## config.mk

```make
export PLATFORM = sky130hd
export DESIGN_NAME = core_control_fsm
export DESIGN_NICKNAME = d
export VERILOG_FILES = /design/src/rtl/core_control_fsm.sv
export SDC_FILE = /design/constraint.sdc
export NUM_CORES = 1
export LEC_CHECK = 0
export CAP_MARGIN = 20
export CORE_ASPECT_RATIO = 2
export CORE_MARGIN = 5
export CORE_UTILIZATION = 30
export CTS_CLUSTER_SIZE = 28
export DETAILED_ROUTE_END_ITERATION = 10
export PLACE_DENSITY = 0.61
export SYNTH_ARGS = -nofsm -noshare
export SYNTH_HDL_FRONTEND = slang
export SYNTH_SLANG_ARGS = --single-unit
export TNS_END_PERCENT = 1
```

## constraint.sdc

```tcl
create_clock -name clk -period 4.3 [get_ports clk]
set_input_delay 0.43 -clock clk [delete_from_list [all_inputs] [get_ports clk]]
set_output_delay 0.43 -clock clk [all_outputs]
set_load 0.03 [all_outputs]
```

## src/rtl/core_control_fsm.sv

```systemverilog
// Multicycle control FSM for the RV32I core: sequences fetch/decode/execute/memory/writeback
// over one shared ALU and memory port, and counts retired instructions.
module core_control_fsm #(
    parameter int unsigned CNT_W = 32
) (
    input  logic             clk,
    input  logic             rst_n,
    input  logic [6:0]       opcode_i,
    input  logic             mem_ready_i,
    input  logic             branch_taken_i,
    output logic [1:0]       ALU_CO_o,
    output logic             is_immediate_o,
    output logic [1:0]       alu_src_a_o,
    output logic [1:0]       alu_src_b_o,
    output logic             mem_read_o,
    output logic             mem_write_o,
    output logic             lord_o,
    output logic             ir_write_o,
    output logic             pc_write_o,
    output logic             pc_source_o,
    output logic             reg_write_o,
    output logic [1:0]       mem_to_reg_o,
    output logic             illegal_o,
    output logic [CNT_W-1:0] instret_o
);

    typedef enum logic [3:0] {
        FETCH, DECODE, EXEC_R, EXEC_I, LUI, AUIPC, ALU_WB, MEM_ADDR,
        MEM_READ, MEM_WB, MEM_WRITE, BRANCH, JAL, JALR, ILLEGAL
    } state_t;

    localparam logic [6:0] OP_R      = 7'b0110011;
    localparam logic [6:0] OP_I      = 7'b0010011;
    localparam logic [6:0] OP_LOAD   = 7'b0000011;
    localparam logic [6:0] OP_STORE  = 7'b0100011;
    localparam logic [6:0] OP_BRANCH = 7'b1100011;
    localparam logic [6:0] OP_JAL    = 7'b1101111;
    localparam logic [6:0] OP_JALR   = 7'b1100111;
    localparam logic [6:0] OP_LUI    = 7'b0110111;
    localparam logic [6:0] OP_AUIPC  = 7'b0010111;

    state_t           state_q, state_d;
    logic [CNT_W-1:0] instret_q, instret_d;
    logic             illegal_q, illegal_d;
    logic             retire;

    always_ff @(posedge clk or negedge rst_n) begin
        if (!rst_n) begin
            state_q   <= FETCH;
            instret_q <= '0;
            illegal_q <= 1'b0;
        end else begin
            state_q   <= state_d;
            instret_q <= instret_d;
            illegal_q <= illegal_d;
        end
    end

    always_comb begin
        state_d        = state_q;
        retire         = 1'b0;
        ALU_CO_o       = 2'b00;
        is_immediate_o = 1'b0;
        alu_src_a_o    = 2'b00;
        alu_src_b_o    = 2'b00;
        mem_read_o     = 1'b0;
        mem_write_o    = 1'b0;
        lord_o         = 1'b0;
        ir_write_o     = 1'b0;
        pc_write_o     = 1'b0;
        pc_source_o    = 1'b0;
        reg_write_o    = 1'b0;
        mem_to_reg_o   = 2'b00;

        unique case (state_q)
            FETCH: begin
                mem_read_o  = 1'b1;
                alu_src_b_o = 2'b01;
                if (mem_ready_i) begin
                    ir_write_o = 1'b1;
                    pc_write_o = 1'b1;
                    state_d    = DECODE;
                end
            end
            DECODE: begin
                alu_src_a_o = 2'b01;
                alu_src_b_o = 2'b10;
                unique case (opcode_i)
                    OP_R:               state_d = EXEC_R;
                    OP_I:               state_d = EXEC_I;
                    OP_LOAD, OP_STORE:  state_d = MEM_ADDR;
                    OP_BRANCH:          state_d = BRANCH;
                    OP_JAL:             state_d = JAL;
                    OP_JALR:            state_d = JALR;
                    OP_LUI:             state_d = LUI;
                    OP_AUIPC:           state_d = AUIPC;
                    default:            state_d = ILLEGAL;
                endcase
            end
            EXEC_R: begin
                alu_src_a_o = 2'b10;
                ALU_CO_o    = 2'b10;
                state_d     = ALU_WB;
            end
            EXEC_I: begin
                alu_src_a_o    = 2'b10;
                alu_src_b_o    = 2'b10;
                ALU_CO_o       = 2'b10;
                is_immediate_o = 1'b1;
                state_d        = ALU_WB;
            end
            LUI: begin
                alu_src_a_o = 2'b11;
                alu_src_b_o = 2'b10;
                state_d     = ALU_WB;
            end
            AUIPC: begin
                alu_src_a_o = 2'b01;
                alu_src_b_o = 2'b10;
                state_d     = ALU_WB;
            end
            ALU_WB: begin
                reg_write_o = 1'b1;
                retire      = 1'b1;
                state_d     = FETCH;
            end
            MEM_ADDR: begin
                alu_src_a_o = 2'b10;
                alu_src_b_o = 2'b10;
                // opcode bit5 separates store (0100011) from load (0000011)
                state_d     = opcode_i[5] ? MEM_WRITE : MEM_READ;
            end
            MEM_READ: begin
                mem_read_o = 1'b1;
                lord_o     = 1'b1;
                if (mem_ready_i) state_d = MEM_WB;
            end
            MEM_WB: begin
                reg_write_o  = 1'b1;
                mem_to_reg_o = 2'b01;
                retire       = 1'b1;
                state_d      = FETCH;
            end
            MEM_WRITE: begin
                mem_write_o = 1'b1;
                lord_o      = 1'b1;
                if (mem_ready_i) begin
                    retire  = 1'b1;
                    state_d = FETCH;
                end
            end
            BRANCH: begin
                alu_src_a_o = 2'b10;
                ALU_CO_o    = 2'b01;
                pc_write_o  = branch_taken_i;
                pc_source_o = 1'b1;
                retire      = 1'b1;
                state_d     = FETCH;
            end
            JAL: begin
                reg_write_o  = 1'b1;
                mem_to_reg_o = 2'b10;
                pc_write_o   = 1'b1;
                pc_source_o  = 1'b1;
                retire       = 1'b1;
                state_d      = FETCH;
            end
            JALR: begin
                alu_src_a_o  = 2'b10;
                alu_src_b_o  = 2'b10;
                reg_write_o  = 1'b1;
                mem_to_reg_o = 2'b10;
                pc_write_o   = 1'b1;
                retire       = 1'b1;
                state_d      = FETCH;
            end
            ILLEGAL: state_d = ILLEGAL;
            default: state_d = FETCH;
        endcase

        // Strobes are forced quiet while reset is held, even though the state is already FETCH.
        if (!rst_n) begin
            ALU_CO_o       = 2'b00;
            is_immediate_o = 1'b0;
            alu_src_a_o    = 2'b00;
            alu_src_b_o    = 2'b00;
            mem_read_o     = 1'b0;
            mem_write_o    = 1'b0;
            lord_o         = 1'b0;
            ir_write_o     = 1'b0;
            pc_write_o     = 1'b0;
            pc_source_o    = 1'b0;
            reg_write_o    = 1'b0;
            mem_to_reg_o   = 2'b00;
        end
    end

    assign instret_d = retire ? instret_q + CNT_W'(1) : instret_q;
    assign illegal_d = illegal_q | (state_d == ILLEGAL);
    assign instret_o = instret_q;
    assign illegal_o = illegal_q;

endmodule

```

Word level (Yosys, flattened, before mapping)
Cells that the tools add are included.

Bits in registers: 37. Bits in latches: 0. Bits in writable memories: 0. Memory bits (read-only): 0. Input port bits: 11. Output and inout bits: 49. Logic and storage cells: 74. Memories: 0.

Add/subtract/negate cells: 1. $mul: 0. Divide/modulo/power cells: 0. Magnitude comparators: 0. Equality and inequality tests: 24. Shifts and indexed selects: 0. Mux-type cells: 32. Bitwise operators: 1. Reduce and logical (&&, ||, !) cells: 13.

Operators by type and width (count): 32-bit by 1-bit adder with 32-bit output, second input constant (1); 4-bit equality test, second input constant (8); 4-bit case mux with 8 select lines (1); 4-bit case mux with 7 select lines (1); 7-bit by 6-bit equality test with 1-bit output, second input constant (3); 7-bit equality test, second input constant (3); 4-bit by 3-bit equality test with 1-bit output, second input constant (4); 1-bit two-way mux (16); 7-bit by 5-bit equality test with 1-bit output, second input constant (2); 2-bit OR reduction (7); 4-bit two-way mux (3); 2-bit case mux with 2 select lines (3); 2-bit two-way mux (5); 5-bit OR reduction (2); 4-bit by 2-bit equality test with 1-bit output, second input constant (2); 4-bit OR reduction (2); 7-bit by 2-bit equality test with 1-bit output, second input constant (1); 2-bit case mux with 3 select lines (1); 6-bit OR reduction (1); 4-bit by 1-bit equality test with 1-bit output, second input constant (1); 4-bit zero test (1); 1-bit case mux with 3 select lines (1); 1-bit case mux with 2 select lines (1); 1-bit OR (1).

Depth between registers and ports, before layout
Gate-level depths: netlist (run 1).

Depth after elaboration: 6. Depth in mapped cells: 7. Depth with buffers taken out: 5.

Worst setup path after synthesis (run 1)
Ideal clock, no wire load.

Path kind: register to output. From: reg state_q[0]. To: out is_immediate_o. Arrival: 1910 ps. Required time: 3870 ps. Path slack: 1960 ps. Cell stages (with the launch flop): 5. Buffers on the path: 2. Path through: dfrtp_1 buf_2 buf_1 nand2_1 nor4b_1.

Word-level cells in the longest chain between the ends: 3.

Ends and longest elaborated chain: start, declared (line 42) `state_t state_q, state_d;`; start signal, assigned (line 53) `state_q <= state_d;`; 4-bit by 2-bit equality test with 1-bit output (line 75) `unique case (state_q)`; 1-bit two-way mux (line 75); 1-bit two-way mux (line 182) `if (!rst_n) begin`; end, declared (line 12) `output logic is_immediate_o,`.

No other way between the ends.

Final worst setup path (run 1)
From: reg state_q[3]. To: out mem_write_o.

Word-level cells in the longest chain between the ends: 3.

Ends and longest elaborated chain: 4-bit equality test (line 75); 1-bit two-way mux (line 75); 1-bit two-way mux (line 182); end, declared (line 16) `output logic mem_write_o,`.

No other way between the ends.

==> flow_summary.json, run 1 <==
{
  "gp_congestion": 0.769,
  "diodes": 0,
  "ys_seq_area_share_pct": 46.0,
  "clkTransAtPathRegs_ns": 0.05,
  "finalWirelength_um": 5300,
  "antenna_found_initial": 0,
  "grt_max_degree": 46,
  "grt_pass1_wl_um": 9060,
  "crit_fanout": 15,
  "max_freq_ghz": 0.353,
  "syn_area_mm2": 0.00201,
  "vias": 1725,
  "viasPerCell": 4.90,
  "clk_root_buffer_cell": "clkbuf_16",
  "cts_tree": "done",
  "std_cell_rows": 42,
  "finalPower_w": 0.00137,
  "power_density_mw_per_mm2": 488,
  "htreeDepth": 2,
  "p_leak_nw": 1.12,
  "slew_viol_final": 0,
  "drtAntennaViolNets": 0,
  "layout_commonest_cell": "clkdlybuf4s50_1",
  "finalCritPeriodShare_pct": 65.9,
  "dr.pass1.iters": 4,
  "fin_crit_ns": 2.83,
  "cts_buffer_depth": 2,
  "grt_usage_pct": 13.8,
  "skew_ns": 0.00428,
  "die_w_um": 67.9,
  "critPathLaunchType": "register",
  "clock_latency_ns": 0.28,
  "outcome": "completed",
  "syn_nets": 218,
  "synth_cell_types": 43,
  "io_buffers": 59,
  "avgSynthCellArea_um2": 9.77,
  "finalHoldViolCount": 0,
  "die_h_um": 126,
  "initial_utilization_pct": 30.6,
  "die_area_mm2": 0.00855,
  "cts_buffers": 5,
  "slew_headroom_pct": 35.1,
  "max-vdd-ir-drop_uv": 209,
  "hold_buffers": 0,
  "grt.overflow.total": 0,
  "mostFrequentLayoutCells": "clkdlybuf4s50_1, dfrtp_1, xnor2_1",
  "grt_pass1_vias": 1840,
  "wl_per_cell_um": 15.1,
  "synth_cells": 206,
  "io_pins": 60,
  "end_kind": "primary output",
  "yosysWarnings": 0,
  "hpwlAfterDp_um": 4020,
  "worst_slew_pin_slew_ns": 0.973,
  "final.setup.tns_ns": 0,
  "final-setup-viol-count": 0,
  "postLayoutCoreUtil_pct": 42.7,
  "cts.sink_count": 37,
  "ctsResizeCount": 0,
  "synthToLayoutAreaGrowth_pct": 39.5,
  "synth_enable_flop_cells": 0,
  "drc": 0,
  "fin_nets": 276,
  "core_area_mm2": 0.00657,
  "path_class": "reg -> out",
  "synth_ff_type": "dfrtp_1",
  "worstPathRequired_ns": 3.87,
  "hold_path.class": "in -> async",
  "drv_cap": 0,
  "drtIter0Drc": 82,
  "async_flop_share_pct": 100,
  "drive_gt1_share_pct": 5.68,
  "post_cts.repair.setup_buffers": 0,
  "synth-seq-cells": 37,
  "rsz0062_at_grt": "false",
  "worstPathArrival_ns": 2.40
}
cells in the mapped netlist (2+ instances only):
master     n  area [µm²]
nand3b_1   3        22.5
o21ai_0    5        25.0
dfrtp_1   37         926
nor2b_1    5        31.3
nor2_1    10        37.5
nand2_1   21        78.8
nand4_1   10        62.6
xor2_1     4        35.0
mux2_2     2        22.5
nand3_1   14        70.1
clkbuf_1   3        11.3
a211o_1    2        17.5
nor3b_1    2        15.0
xnor2_1   27         236
inv_1      2        7.51
and4_1     5        43.8
and2_1     2        12.5
buf_4      2        15.0
nand2b_1   2        12.5
a21oi_1    5        25.0
a31oi_1    4        25.0
nor3_1     6        30.0
buf_2      3        15.0
and3_1    11        68.8
path summary, 6_finish.rpt:
check / from / end / slack [ns] / cells past startpoint
worst max-delay path: state_q[3] / mem_write_o / 1.47 / 5
worst min-delay path: rst_n / state_q[3] / 0.24 / 2
worst max register to register: state_q[2] / instret_o[12] / 1.70 / 5
worst min register to register: instret_o[31] / instret_o[31] / 0.47 / 1
max in group asynchronous: rst_n / instret_o[4] / 3.69 / 2
min in group clk: instret_o[31] / instret_o[31] / 0.47 / 1
report_power, final:
| group | switching [W] | internal, W |
|---|---|---|
| sequential | 0.000113 | 0.000396 |
| combinational | 0.000285 | 0.000222 |
| clock | 0.000128 | 0.000227 |
| total | 0.000526 | 0.000845 |
sequential cells by signal, summed over array words and instances, names as in the netlist:
register and flops:
instret_o 32, state_q 4, illegal_o 1
per-layer routing:
layer  routed length, µm  track usage, %
met5                   0               0
met4                 138            6.21
met3                 289            3.21
met2                2860            24.3
met1                2020            14.9
area by class of cell:
| cell class | instances | area, µm² |
|---|---|---|
| multi-input combinational | 157 | 1020 |
| sequential | 37 | 926 |
| inverter | 2 | 7.51 |
| clock buffer | 7 | 143 |
| tap | 88 | 110 |
| timing repair buffer | 61 | 598 |
| fill | 662 | 3760 |
cells by family after synthesis:
logic type / Yosys count / synth area share, %
AND/OR/NAND/NOR: 96 / 26.5
buffers and inverters: 12 / 3.17
flip-flops: 37 / 46.0
XOR/XNOR: 31 / 13.5
AO/OA/AOI/OAI: 26 / 8.64
adder cells (fa/ha/maj): 1 / 0.621
multiplexers: 3 / 1.62
per-stage QoR:
stage / instances / cell area (µm²) / setup WS (ns) / hold WS (ns)
finish: 352 / 2810 / 1.47 / 0.243
global route: 352 / 2810 / 1.33 / 0.301
CTS: 352 / 2810 / 1.47 / 0.265
detailed placement: 345 / 2670 / 1.61 / 0.463
global placement: 344 / 2660 / 1.67 / 0.462
floorplan: 206 / 2010 / 1.96 / 0.134
worst max-delay path, stage by stage, from the launching register on:
cell,delay (ns)
dfrtp_1,0.64
nand2_1,0.22
or2_2,0.35
nor2_1,0.11
and2_1,0.13
clkdlybuf4s50_1,0.67
Note: power is estimated with default switching activity, not from simulation.
==> run 2, diff against run 1 <==
==> constraint.sdc (replaced) <==
create_clock -name clk -period 2.95 [get_ports clk]
set_input_delay 0.295 -clock clk [delete_from_list [all_inputs] [get_ports clk]]
set_output_delay 0.295 -clock clk [all_outputs]
set_load 0.03 [all_outputs]
==> run 2 against run 1 <==
Against the previous run: sequential share of layout area decreased by 0.25 points; wire length decreased by 0.98%; hold slack got worse by 0.14 ns; critical endpoint is now pc_write_o; global-route usage decreased by 0.39 points; power increased by 45%; clock-buffer cell count decreased by 1; non-clock buffer count increased by 3; clock power increased by 41%; final cell count increased by 1.1%; highest routed layer unchanged; register-to-register slack got worse by 1.0 ns; via count increased by 4.0%.
==> flow_summary.json, run 2 (synthesized netlist as in run 1, its figures left out) <==
{
  "outcome": "completed",
  "crit_buf_inv": 1,
  "drv_cap": 0,
  "cts_tree": "done",
  "die_area_mm2": 0.00855,
  "critPathMaxStageDelay_ns": 0.69,
  "wl_per_cell_um": 14.7,
  "worstPathArrival_ns": 2.27,
  "grt_pass1_vias": 1767,
  "crit_chain": "nor3_1, nand2_1, o22ai_1, clkdlybuf4s50_1",
  "drive_gt1_share_pct": 7.09,
  "finalWirelength_um": 5250,
  "fin_crit_ns": 2.56,
  "final.setup.tns_ns": 0,
  "end_kind": "primary output",
  "post_cts.repair.setup_buffers": 0,
  "max-vdd-ir-drop_uv": 288,
  "core_area_mm2": 0.00657,
  "cpLargestDelayFamily": "buffers and inverters",
  "mostFrequentLayoutCells": "clkdlybuf4s50_1, dfrtp_1, xnor2_1",
  "crit_fanout": 19,
  "antenna_found_initial": 0,
  "finalHoldViolCount": 0,
  "diodes": 0,
  "dr.pass1.iters": 4,
  "path_class": "reg -> out",
  "p_int_w": 0.00122,
  "dp.cells": 348,
  "fin_ws_ns": 0.388,
  "power_density_mw_per_mm2": 704,
  "final-setup-viol-count": 0,
  "vias": 1794,
  "cts_buffers": 5,
  "io_pins": 60,
  "die_h_um": 126,
  "p_leak_nw": 1.14,
  "viasPerCell": 5.04,
  "grt_usage_pct": 13.4,
  "cts_buffer_depth": 2,
  "io_buffers": 59,
  "skew_ns": 0.00379,
  "critPathLaunchType": "register",
  "final_cells": 356,
  "finalCritPeriodShare_pct": 86.9,
  "pwr-share-comb_pct": 38.6,
  "htreeDepth": 2,
  "clk_root_buffer_cell": "clkbuf_16",
  "grt_pass1_wl_um": 8810,
  "gp_congestion": 0.800,
  "fin_nets": 279,
  "switching_power_w": 0.000772,
  "place_ws_ns": 0.601,
  "grt_max_degree": 46,
  "clkPwrFrac_pct": 25.2,
  "synthToLayoutAreaGrowth_pct": 40.5,
  "die_w_um": 67.9,
  "hold_path.class": "in -> async",
  "initial_utilization_pct": 30.6,
  "clkTransAtPathRegs_ns": 0.05,
  "drc": 0,
  "slew_viol_final": 0,
  "worstPathRequired_ns": 2.65,
  "hold_buffers": 0,
  "layout_commonest_cell": "clkdlybuf4s50_1",
  "drtAntennaViolNets": 0,
  "cts.sink_count": 37,
  "rsz0062_at_grt": "false",
  "slew_headroom_pct": 45.2,
  "sequentialPowerShare_pct": 36.2,
  "largest_reg_flops": 32,
  "ctsResizeCount": 0,
  "postLayoutCoreUtil_pct": 43.1,
  "cp_slowest_cell": "clkdlybuf4s50_1",
  "hpwlAfterDp_um": 3990,
  "grt.overflow.total": 0,
  "std_cell_rows": 42,
  "p_sw_share_pct": 38.8,
  "worst_slew_pin_slew_ns": 0.815,
  "clock_latency_ns": 0.28,
  "nFillCells": 663,
  "drtIter0Drc": 125,
  "max_freq_ghz": 0.390
}
## run 2: path summary, 6_finish.rpt
path	start	endpoint	slack [ns]	cells past startpoint
setup / recovery	state_q[1]	pc_write_o	0.39	4
hold / removal	rst_n	illegal_o	0.1	2
setup reg to reg	state_q[2]	instret_o[19]	0.66	5
hold reg to reg	instret_o[31]	instret_o[31]	0.47	1
max in group asynchronous	rst_n	instret_o[3]	2.48	2
min in group clk	instret_o[31]	instret_o[31]	0.47	1
## run 2: per-stage QoR
step	hold slack (ns)	total power, W	cell area, µm²
detailed placement	0.419	0.00151	2690
global route	0.158	0.00212	2830
finish	0.0994	0.00199	2830
CTS	0.118	0.00202	2830
global placement	0.412	0.00150	2690
floorplan	-0.000591	0.00121	2010
## run 2: power by group through the flow
| stage | Combinational (W) | Clock [W] | Sequential, W |
|---|---|---|---|
| finish | 0.000769 | 0.000502 | 0.000722 |
| global route | 0.000834 | 0.000539 | 0.000744 |
| CTS | 0.000780 | 0.000521 | 0.000721 |
| detailed placement | 0.000777 | 0 | 0.000730 |
| global placement | 0.000776 | 0 | 0.000725 |
| floorplan | 0.000463 | 0 | 0.000745 |
## run 2: worst register-to-register path, cell delays in order, from the launching register on
cell and delay [ns]:
dfrtp_1 0.66, nor3b_1 0.31, o21ai_0 0.20, a21oi_2 0.63, nand4_1 0.20, xnor2_1 0.17
## run 2: routing by layer
metal / vias to the layer above / share of wire (%) / track usage [%]
li1: 851 / - / -
met1: 875 / 38 / 15.2
met2: 54 / 53 / 22.8
met3: 14 / 5.2 / 2.58
met4: 0 / 3.4 / 7.03
met5: - / 0 / 0
## run 2: final cells by class
| cell class | instances | area [µm²] | area share, % |
|---|---|---|---|
| clock buffer | 6 | 129 | 4.56 |
| clock inverter | 2 | 10.0 | 0.354 |
| inverter | 2 | 7.51 | 0.265 |
| multi-input combinational | 157 | 1020 | 36.2 |
| sequential | 37 | 926 | 32.7 |
| tap | 88 | 110 | 3.89 |
| timing repair buffer | 64 | 623 | 22.0 |
